[config.mk]
export PLATFORM = sky130hd
export DESIGN_NAME = tcdm_rr_arbiter_flat
export DESIGN_NICKNAME = d
export VERILOG_FILES = /design/src/rtl/tcdm_arb_pkg.sv /design/src/rtl/tcdm_rr_arbiter_if.sv /design/src/rtl/tcdm_arb_id_fifo.sv /design/src/rtl/tcdm_rr_arbiter.sv /design/src/flat_wrapper.sv
export SDC_FILE = /design/constraint.sdc
export NUM_CORES = 1
export LEC_CHECK = 0
export ABC_AREA = 1
export BUFFER_PORTS_ARGS = -buffer_cell sky130_fd_sc_hd__buf_2
export CAP_MARGIN = 20
export CORE_AREA = 3 3 202 204
export DETAILED_ROUTE_END_ITERATION = 12
export DIE_AREA = 0 0 205 207
export MAX_ROUTING_LAYER = met4
export PLACE_DENSITY_LB_ADDON = 0.15
export REMOVE_ABC_BUFFERS = 1
export SLEW_MARGIN = 20
export SYNTH_ARGS = -nofsm -noshare
export SYNTH_HDL_FRONTEND = slang
export SYNTH_SLANG_ARGS = --single-unit
[constraint.sdc]
create_clock -name clk_i -period 4.4 [get_ports clk_i]
set_clock_uncertainty 0.1 [all_clocks]
set_input_delay 0.44 -clock clk_i [delete_from_list [all_inputs] [get_ports clk_i]]
set_output_delay 0.44 -clock clk_i [all_outputs]
set_load 0.02 [all_outputs]
[src/rtl/tcdm_arb_pkg.sv]
// Shared types and helpers for the TCDM round-robin arbiter slice.
package tcdm_arb_pkg;

  localparam int unsigned DefaultNr = 4;

  typedef logic [$clog2(DefaultNr)-1:0] id_t;

  // Next round-robin position after ptr, wrapping n-1 back to 0.
  function automatic int unsigned rr_next(input int unsigned ptr, input int unsigned n);
    return (ptr + 1 >= n) ? 0 : ptr + 1;
  endfunction

endpackage

[src/rtl/tcdm_rr_arbiter_if.sv]
// Bundle of the requester-side and memory-side TCDM channels around the arbiter.
interface tcdm_rr_arbiter_if #(
  parameter int unsigned NR = 4,
  parameter int unsigned AW = 32,
  parameter int unsigned DW = 32
);
  logic [NR-1:0]                in_req_i;
  logic [NR-1:0]                in_gnt_o;
  logic [NR-1:0][AW-1:0]        in_add_i;
  logic [NR-1:0]                in_wen_i;
  logic [NR-1:0][DW/8-1:0]      in_be_i;
  logic [NR-1:0][DW-1:0]        in_data_i;
  logic [NR-1:0][DW-1:0]        in_r_data_o;
  logic [NR-1:0]                in_r_valid_o;
  logic                         out_req_o;
  logic                         out_gnt_i;
  logic [AW-1:0]                out_add_o;
  logic                         out_wen_o;
  logic [DW/8-1:0]              out_be_o;
  logic [DW-1:0]                out_data_o;
  logic [DW-1:0]                out_r_data_i;
  logic                         out_r_valid_i;

  // The arbiter itself sees the bundle from this side.
  modport slave (
    input  in_req_i, in_add_i, in_wen_i, in_be_i, in_data_i,
    output in_gnt_o, in_r_data_o, in_r_valid_o,
    output out_req_o, out_add_o, out_wen_o, out_be_o, out_data_o,
    input  out_gnt_i, out_r_data_i, out_r_valid_i
  );

  modport master (
    output in_req_i, in_add_i, in_wen_i, in_be_i, in_data_i,
    input  in_gnt_o, in_r_data_o, in_r_valid_o,
    input  out_req_o, out_add_o, out_wen_o, out_be_o, out_data_o,
    output out_gnt_i, out_r_data_i, out_r_valid_i
  );

endinterface

[src/rtl/tcdm_arb_id_fifo.sv]
// In-order FIFO of granted requester IDs; head is the owner of the next response.
module tcdm_arb_id_fifo #(
  parameter int unsigned DEPTH = 2,
  parameter int unsigned W     = 2
) (
  input  logic         clk_i,
  input  logic         rst_ni,
  input  logic         i_push,
  input  logic         i_pop,
  input  logic [W-1:0] i_data,
  output logic [W-1:0] o_head,
  output logic         o_full,
  output logic         o_empty
);

  localparam int unsigned PW = (DEPTH > 1) ? $clog2(DEPTH) : 1;
  localparam int unsigned CW = $clog2(DEPTH + 1);

  logic [W-1:0]  r_mem [DEPTH];
  logic [PW-1:0] r_wptr;
  logic [PW-1:0] r_rptr;
  logic [CW-1:0] r_count;
  logic          w_push;
  logic          w_pop;

  assign o_full  = (r_count == CW'(DEPTH));
  assign o_empty = (r_count == '0);
  assign o_head  = r_mem[r_rptr];
  assign w_push  = i_push & ~o_full;
  assign w_pop   = i_pop & ~o_empty;

  function automatic logic [PW-1:0] wrapInc(input logic [PW-1:0] ptr);
    return (ptr == PW'(DEPTH - 1)) ? '0 : ptr + PW'(1);
  endfunction

  // Storage needs no reset: entries are only read while counted as valid.
  always_ff @(posedge clk_i) begin
    if (w_push) begin
      r_mem[r_wptr] <= i_data;
    end
  end

  always_ff @(posedge clk_i or negedge rst_ni) begin
    if (!rst_ni) begin
      r_wptr  <= '0;
      r_rptr  <= '0;
      r_count <= '0;
    end else begin
      if (w_push) begin
        r_wptr <= wrapInc(r_wptr);
      end
      if (w_pop) begin
        r_rptr <= wrapInc(r_rptr);
      end
      case ({w_push, w_pop})
        2'b10:   r_count <= r_count + CW'(1);
        2'b01:   r_count <= r_count - CW'(1);
        default: r_count <= r_count;
      endcase
    end
  end

endmodule

[src/rtl/tcdm_rr_arbiter.sv]
// Round-robin share of one TCDM memory port among NR requesters, with in-order
// response routing through an ID FIFO.
module tcdm_rr_arbiter
  import tcdm_arb_pkg::*;
#(
  parameter int unsigned NR              = 4,
  parameter int unsigned MAX_OUTSTANDING = 2,
  parameter int unsigned AW              = 32,
  parameter int unsigned DW              = 32
) (
  input  logic               clk_i,
  input  logic               rst_ni,
  tcdm_rr_arbiter_if.slave   bus,
  output logic               err_o
);

  localparam int unsigned IDW = $clog2(NR);

  logic [IDW-1:0] r_ptr;
  logic           r_err;
  logic [IDW-1:0] w_win;
  logic [IDW-1:0] w_idx;
  logic [IDW-1:0] w_head;
  logic           w_any;
  logic           w_full;
  logic           w_empty;
  logic           w_hs;
  logic           w_pop;

  // First requester at or above the pointer, wrapping around.
  always_comb begin
    w_any = 1'b0;
    w_win = '0;
    w_idx = '0;
    for (int unsigned k = 0; k < NR; k++) begin
      w_idx = IDW'((32'(r_ptr) + k) % NR);
      if (!w_any && bus.in_req_i[w_idx]) begin
        w_any = 1'b1;
        w_win = w_idx;
      end
    end
  end

  assign bus.out_req_o = w_any & ~w_full;
  assign w_hs          = bus.out_req_o & bus.out_gnt_i;
  assign w_pop         = bus.out_r_valid_i & ~w_empty;
  assign err_o         = r_err;

  always_comb begin
    bus.out_add_o  = '0;
    bus.out_wen_o  = 1'b0;
    bus.out_be_o   = '0;
    bus.out_data_o = '0;
    bus.in_gnt_o   = '0;
    if (bus.out_req_o) begin
      bus.out_add_o  = bus.in_add_i[w_win];
      bus.out_wen_o  = bus.in_wen_i[w_win];
      bus.out_be_o   = bus.in_be_i[w_win];
      bus.out_data_o = bus.in_data_i[w_win];
    end
    if (w_hs) begin
      bus.in_gnt_o[w_win] = 1'b1;
    end
  end

  // Responses go only to the FIFO head; everyone else sees zeros.
  always_comb begin
    bus.in_r_valid_o = '0;
    bus.in_r_data_o  = '0;
    if (w_pop) begin
      bus.in_r_valid_o[w_head] = 1'b1;
      bus.in_r_data_o[w_head]  = bus.out_r_data_i;
    end
  end

  always_ff @(posedge clk_i or negedge rst_ni) begin
    if (!rst_ni) begin
      r_ptr <= '0;
      r_err <= 1'b0;
    end else begin
      if (w_hs) begin
        r_ptr <= IDW'(rr_next(32'(w_win), NR));
      end
      if (bus.out_r_valid_i && w_empty) begin
        r_err <= 1'b1;
      end
    end
  end

  tcdm_arb_id_fifo #(
    .DEPTH (MAX_OUTSTANDING),
    .W     (IDW)
  ) u_id_fifo (
    .clk_i   (clk_i),
    .rst_ni  (rst_ni),
    .i_push  (w_hs),
    .i_pop   (w_pop),
    .i_data  (w_win),
    .o_head  (w_head),
    .o_full  (w_full),
    .o_empty (w_empty)
  );

endmodule

[src/flat_wrapper.sv]
// flat-port wrapper written by rule: the top's interface ports become plain ports
module tcdm_rr_arbiter_flat import tcdm_arb_pkg::*;
#(
  parameter int unsigned NR              = 4,
  parameter int unsigned MAX_OUTSTANDING = 2,
  parameter int unsigned AW              = 32,
  parameter int unsigned DW              = 32
)
  (clk_i, rst_ni, err_o, bus_in_req_i, bus_in_add_i, bus_in_wen_i, bus_in_be_i, bus_in_data_i, bus_in_gnt_o, bus_in_r_data_o, bus_in_r_valid_o, bus_out_req_o, bus_out_add_o, bus_out_wen_o, bus_out_be_o, bus_out_data_o, bus_out_gnt_i, bus_out_r_data_i, bus_out_r_valid_i);
  tcdm_rr_arbiter_if #(.NR(NR), .AW(AW), .DW(DW)) bus_i ();
  input  logic clk_i;
  input  logic rst_ni;
  output logic err_o;
  input wire logic [$bits(bus_i.in_req_i)-1:0] bus_in_req_i;
  input wire logic [$bits(bus_i.in_add_i)-1:0] bus_in_add_i;
  input wire logic [$bits(bus_i.in_wen_i)-1:0] bus_in_wen_i;
  input wire logic [$bits(bus_i.in_be_i)-1:0] bus_in_be_i;
  input wire logic [$bits(bus_i.in_data_i)-1:0] bus_in_data_i;
  output wire logic [$bits(bus_i.in_gnt_o)-1:0] bus_in_gnt_o;
  output wire logic [$bits(bus_i.in_r_data_o)-1:0] bus_in_r_data_o;
  output wire logic [$bits(bus_i.in_r_valid_o)-1:0] bus_in_r_valid_o;
  output wire logic [$bits(bus_i.out_req_o)-1:0] bus_out_req_o;
  output wire logic [$bits(bus_i.out_add_o)-1:0] bus_out_add_o;
  output wire logic [$bits(bus_i.out_wen_o)-1:0] bus_out_wen_o;
  output wire logic [$bits(bus_i.out_be_o)-1:0] bus_out_be_o;
  output wire logic [$bits(bus_i.out_data_o)-1:0] bus_out_data_o;
  input wire logic [$bits(bus_i.out_gnt_i)-1:0] bus_out_gnt_i;
  input wire logic [$bits(bus_i.out_r_data_i)-1:0] bus_out_r_data_i;
  input wire logic [$bits(bus_i.out_r_valid_i)-1:0] bus_out_r_valid_i;
  assign bus_i.in_req_i = bus_in_req_i;
  assign bus_i.in_add_i = bus_in_add_i;
  assign bus_i.in_wen_i = bus_in_wen_i;
  assign bus_i.in_be_i = bus_in_be_i;
  assign bus_i.in_data_i = bus_in_data_i;
  assign bus_in_gnt_o = bus_i.in_gnt_o;
  assign bus_in_r_data_o = bus_i.in_r_data_o;
  assign bus_in_r_valid_o = bus_i.in_r_valid_o;
  assign bus_out_req_o = bus_i.out_req_o;
  assign bus_out_add_o = bus_i.out_add_o;
  assign bus_out_wen_o = bus_i.out_wen_o;
  assign bus_out_be_o = bus_i.out_be_o;
  assign bus_out_data_o = bus_i.out_data_o;
  assign bus_i.out_gnt_i = bus_out_gnt_i;
  assign bus_i.out_r_data_i = bus_out_r_data_i;
  assign bus_i.out_r_valid_i = bus_out_r_valid_i;
  tcdm_rr_arbiter #(.NR(NR), .MAX_OUTSTANDING(MAX_OUTSTANDING), .AW(AW), .DW(DW)) u_core (.clk_i(clk_i), .rst_ni(rst_ni), .bus(bus_i), .err_o(err_o));
endmodule
==> impl_metrics.py <==
metrics = {
    "worst_setup_path": {
        "cp_max_fo": 32,
        "r2r_start": "u_core.r_ptr[0]",
        "path_class": "reg -> out",
        "required_ns": 3.86,
        "r2r_end": "u_core.u_id_fifo.r_count[1]",
        "ff2ff_path_depth": 14,
        "crit_path_end_kind": "primary output",
        "start_kind": "register",
        "arrival_ns": 3.16,
        "ff2ff_setup_slack_ns": 0.83,
    },
    "sta": {
        "max_slew_margin_pct": 44.8,
        "fin_hold_ws_ns": 0.324,
        "worst_pin_slew_ns": 0.825,
        "fmax_ghz": 0.270,
        "finalSetupViolations": 0,
        "period_needed_ns": 3.70,
        "setup_tns_ns": 0,
        "finalMaxSlewViolations": 0,
        "hold_viol": 0,
        "setup_ws_ns": 0.697,
        "fin_crit_sh_pct": 84.1,
        "rsz0062_at_grt": "false",
    },
    "die": {
        "die_w_um": 205,
        "fp-row-count": 73,
        "ios": 523,
        "core-area_um2": 39500,
        "dieHeight_um": 207,
        "dieArea_um2": 42400,
        "start_util_pct": 13.7,
    },
    "global_route": {
        "track_usage_pct": 14.8,
        "antenna_found_initial": 18,
        "gr-total-overflow": 0,
        "grt_max_degree": 83,
        "grt_pass1_wl_mm": 48.8,
        "grt_pass1_vias": 8565,
    },
    "final_layout": {
        "fin_area_um2": 8610,
        "nFillCells": 4719,
        "layout_commonest_cell": "buf_2",
        "drive_above_1_share_pct": 35.2,
        "area_growth_pct": 59.7,
        "fin_nets": 1914,
        "final_cell_mix": "522 x buf_2, 329 x inv_1, 178 x nand2_1",
    },
    "yosys": {
        "avgSynthCellArea_um2": 4.72,
        "yosys_warnings": 0,
        "synthTopCellsByArea": "inv_1 23%, nand4_1 16%, nand3_1 13%",
        "synth_top_cell_by_area": "inv_1",
        "synth-seq-cells": 11,
        "synth_seq_area_share_pct": 5.48,
        "syn_area_um2": 5390,
        "yosysTopAreaCellShare_pct": 22.9,
        "synth_cell_types": 24,
        "syn_inst": 1141,
    },
    "clock_network": {
        "clock_latency_ns": 0.24,
        "clockRootBuffer": "clkbuf_16",
        "tritoncts": "built",
        "cts.repair.resized": 0,
        "hold_buffers": 1,
        "ctsHtreeMaxLevel": 1,
        "numClockSinks": 11,
        "cts_buffers": 3,
        "path_clk_slew_ns": 0.04,
        "post_cts_buffers": 0,
        "clockBufferDepth": 2,
    },
    "min_path": {
        "whs_endpoint": "u_core.err_o",
        "worst_hold_path.num_cells": 2,
        "worstHoldPathType": "in -> reg",
        "hp-start": "bus_out_r_valid_i",
    },
    "placement": {
        "port-buffer-count": 522,
        "pre_cts_slack_ns": 0.799,
        "dp_hpwl_mm": 27.1,
        "place.gp.congestion": 0.846,
        "place_area_um2": 8480,
    },
    "power": {
        "p_leak_nw": 5.86,
        "peakVddDrop_mv": 0.410,
        "p_per_area_nw_per_um2": 1020,
    },
    "routing": {
        "antenna_left": 0,
        "drt-initial-drc-count": 523,
        "wl_mm": 33.6,
        "avgRoutedWirePerCell_um": 15.7,
        "routed-via-count": 8848,
        "drt_pass1_iterations": 5,
        "drc": 0,
        "vias_per_cell": 4.15,
    },
    "outcome": {
        "run_status": "finished clean",
    },
    "job": {
        "drv_cap": 0,
    },
}
==> worst max-delay path: stages (launching register included) <==
cell and delay, ns:
dfrtp_1 0.58, inv_2 0.18, nand2_1 0.10, nand2_1 0.11, nand2_1 0.09, nand2_1 0.08
nor2_4 0.14, nand3_4 0.39, o21ai_4 0.50, inv_2 0.06, nand2_1 0.38, nor2_1 0.09
buf_2 0.18
==> stage by stage <==
stage	utilization [%]	total power, mW	std cells
6_report	21.8	8.81	2132
5_1_grt	21.8	9.66	2132
4_1_cts	21.7	8.97	2117
3_5_place_dp	21.5	8.77	2112
3_3_place_gp	21.5	8.87	2111
2_1_floorplan	-	5.55	1046
==> logic make-up (layout without fill, tap and decap cells) <==
family,after synthesis,after routing,synth area share [%]
and+or+nand+nor,612,612,53.3
buffers and inverters,429,880,31.8
AOI/OAI and AO/OA,80,80,7.55
DFF,11,11,5.48
adders and majority gates,5,5,1.16
xor gates and xnor gates,4,4,0.650
other,0,15,0
==> synth_stat cells, drive strengths merged <==
library cell and count:
inv 334, nand2 183, nand3 147, nor2 141
nand4 139, buf 72, a21oi 71, clkbuf 23
o21ai 8, dfrtp 7, ha 5, edfxtp 4
xor2 3, or2 2, a21o 1, xnor2 1
==> area by class of cell <==
cell class / instances / area [µm²] / share of cell area, %
repair buffers: 542 / 2870 / 33.4
diodes: 15 / 37.5 / 0.436
multi-input cells: 701 / 3410 / 39.7
clock buffers: 4 / 78.8 / 0.916
flip-flops and latches: 11 / 295 / 3.43
well taps: 525 / 657 / 7.63
inverters: 334 / 1250 / 14.6
==> sequential cells by signal, indices dropped and copies added (netlist names) <==
signal	count
u_core.u_id_fifo.r_wptr	1
u_core.u_id_fifo.r_mem	4
u_core.r_ptr	2
u_core.err_o	1
u_core.u_id_fifo.r_rptr	1
u_core.u_id_fifo.r_count	2
==> metal layers <==
| metal | vias to the layer above | track usage (%) | part of all wire, % |
|---|---|---|---|
| met1 | 3977 | 15.6 | 37 |
| met5 | - | - | 0 |
| met4 | 0 | 2.92 | 1.8 |
| met3 | 33 | 2.37 | 7.4 |
| met2 | 397 | 28.8 | 54 |
| li1 | 4441 | - | - |
==> where the power goes <==
| group | switching (mW) | internal (mW) | leakage [nW] | total (mW) |
|---|---|---|---|---|
| Sequential | 0.0459 | 0.170 | 0.116 | 0.216 |
| Clock | 0.0437 | 0.122 | 0.0382 | 0.165 |
| Combinational | 5.87 | 2.55 | 5.70 | 8.43 |
==> worst max path at each step <==
stage                          from                           to  cells after the start
finish              u_core.r_ptr[0]              bus_in_gnt_o[0]                     12
global route        u_core.r_ptr[0]              bus_in_gnt_o[2]                     12
CTS                 u_core.r_ptr[0]              bus_in_gnt_o[2]                     12
detailed placement  u_core.r_ptr[0]  u_core.u_id_fifo.r_count[1]                     14
global placement    u_core.r_ptr[0]  u_core.u_id_fifo.r_count[1]                     14
floorplan           u_core.r_ptr[0]              bus_in_gnt_o[1]                     13
Power figures use the tool's default switching activity.
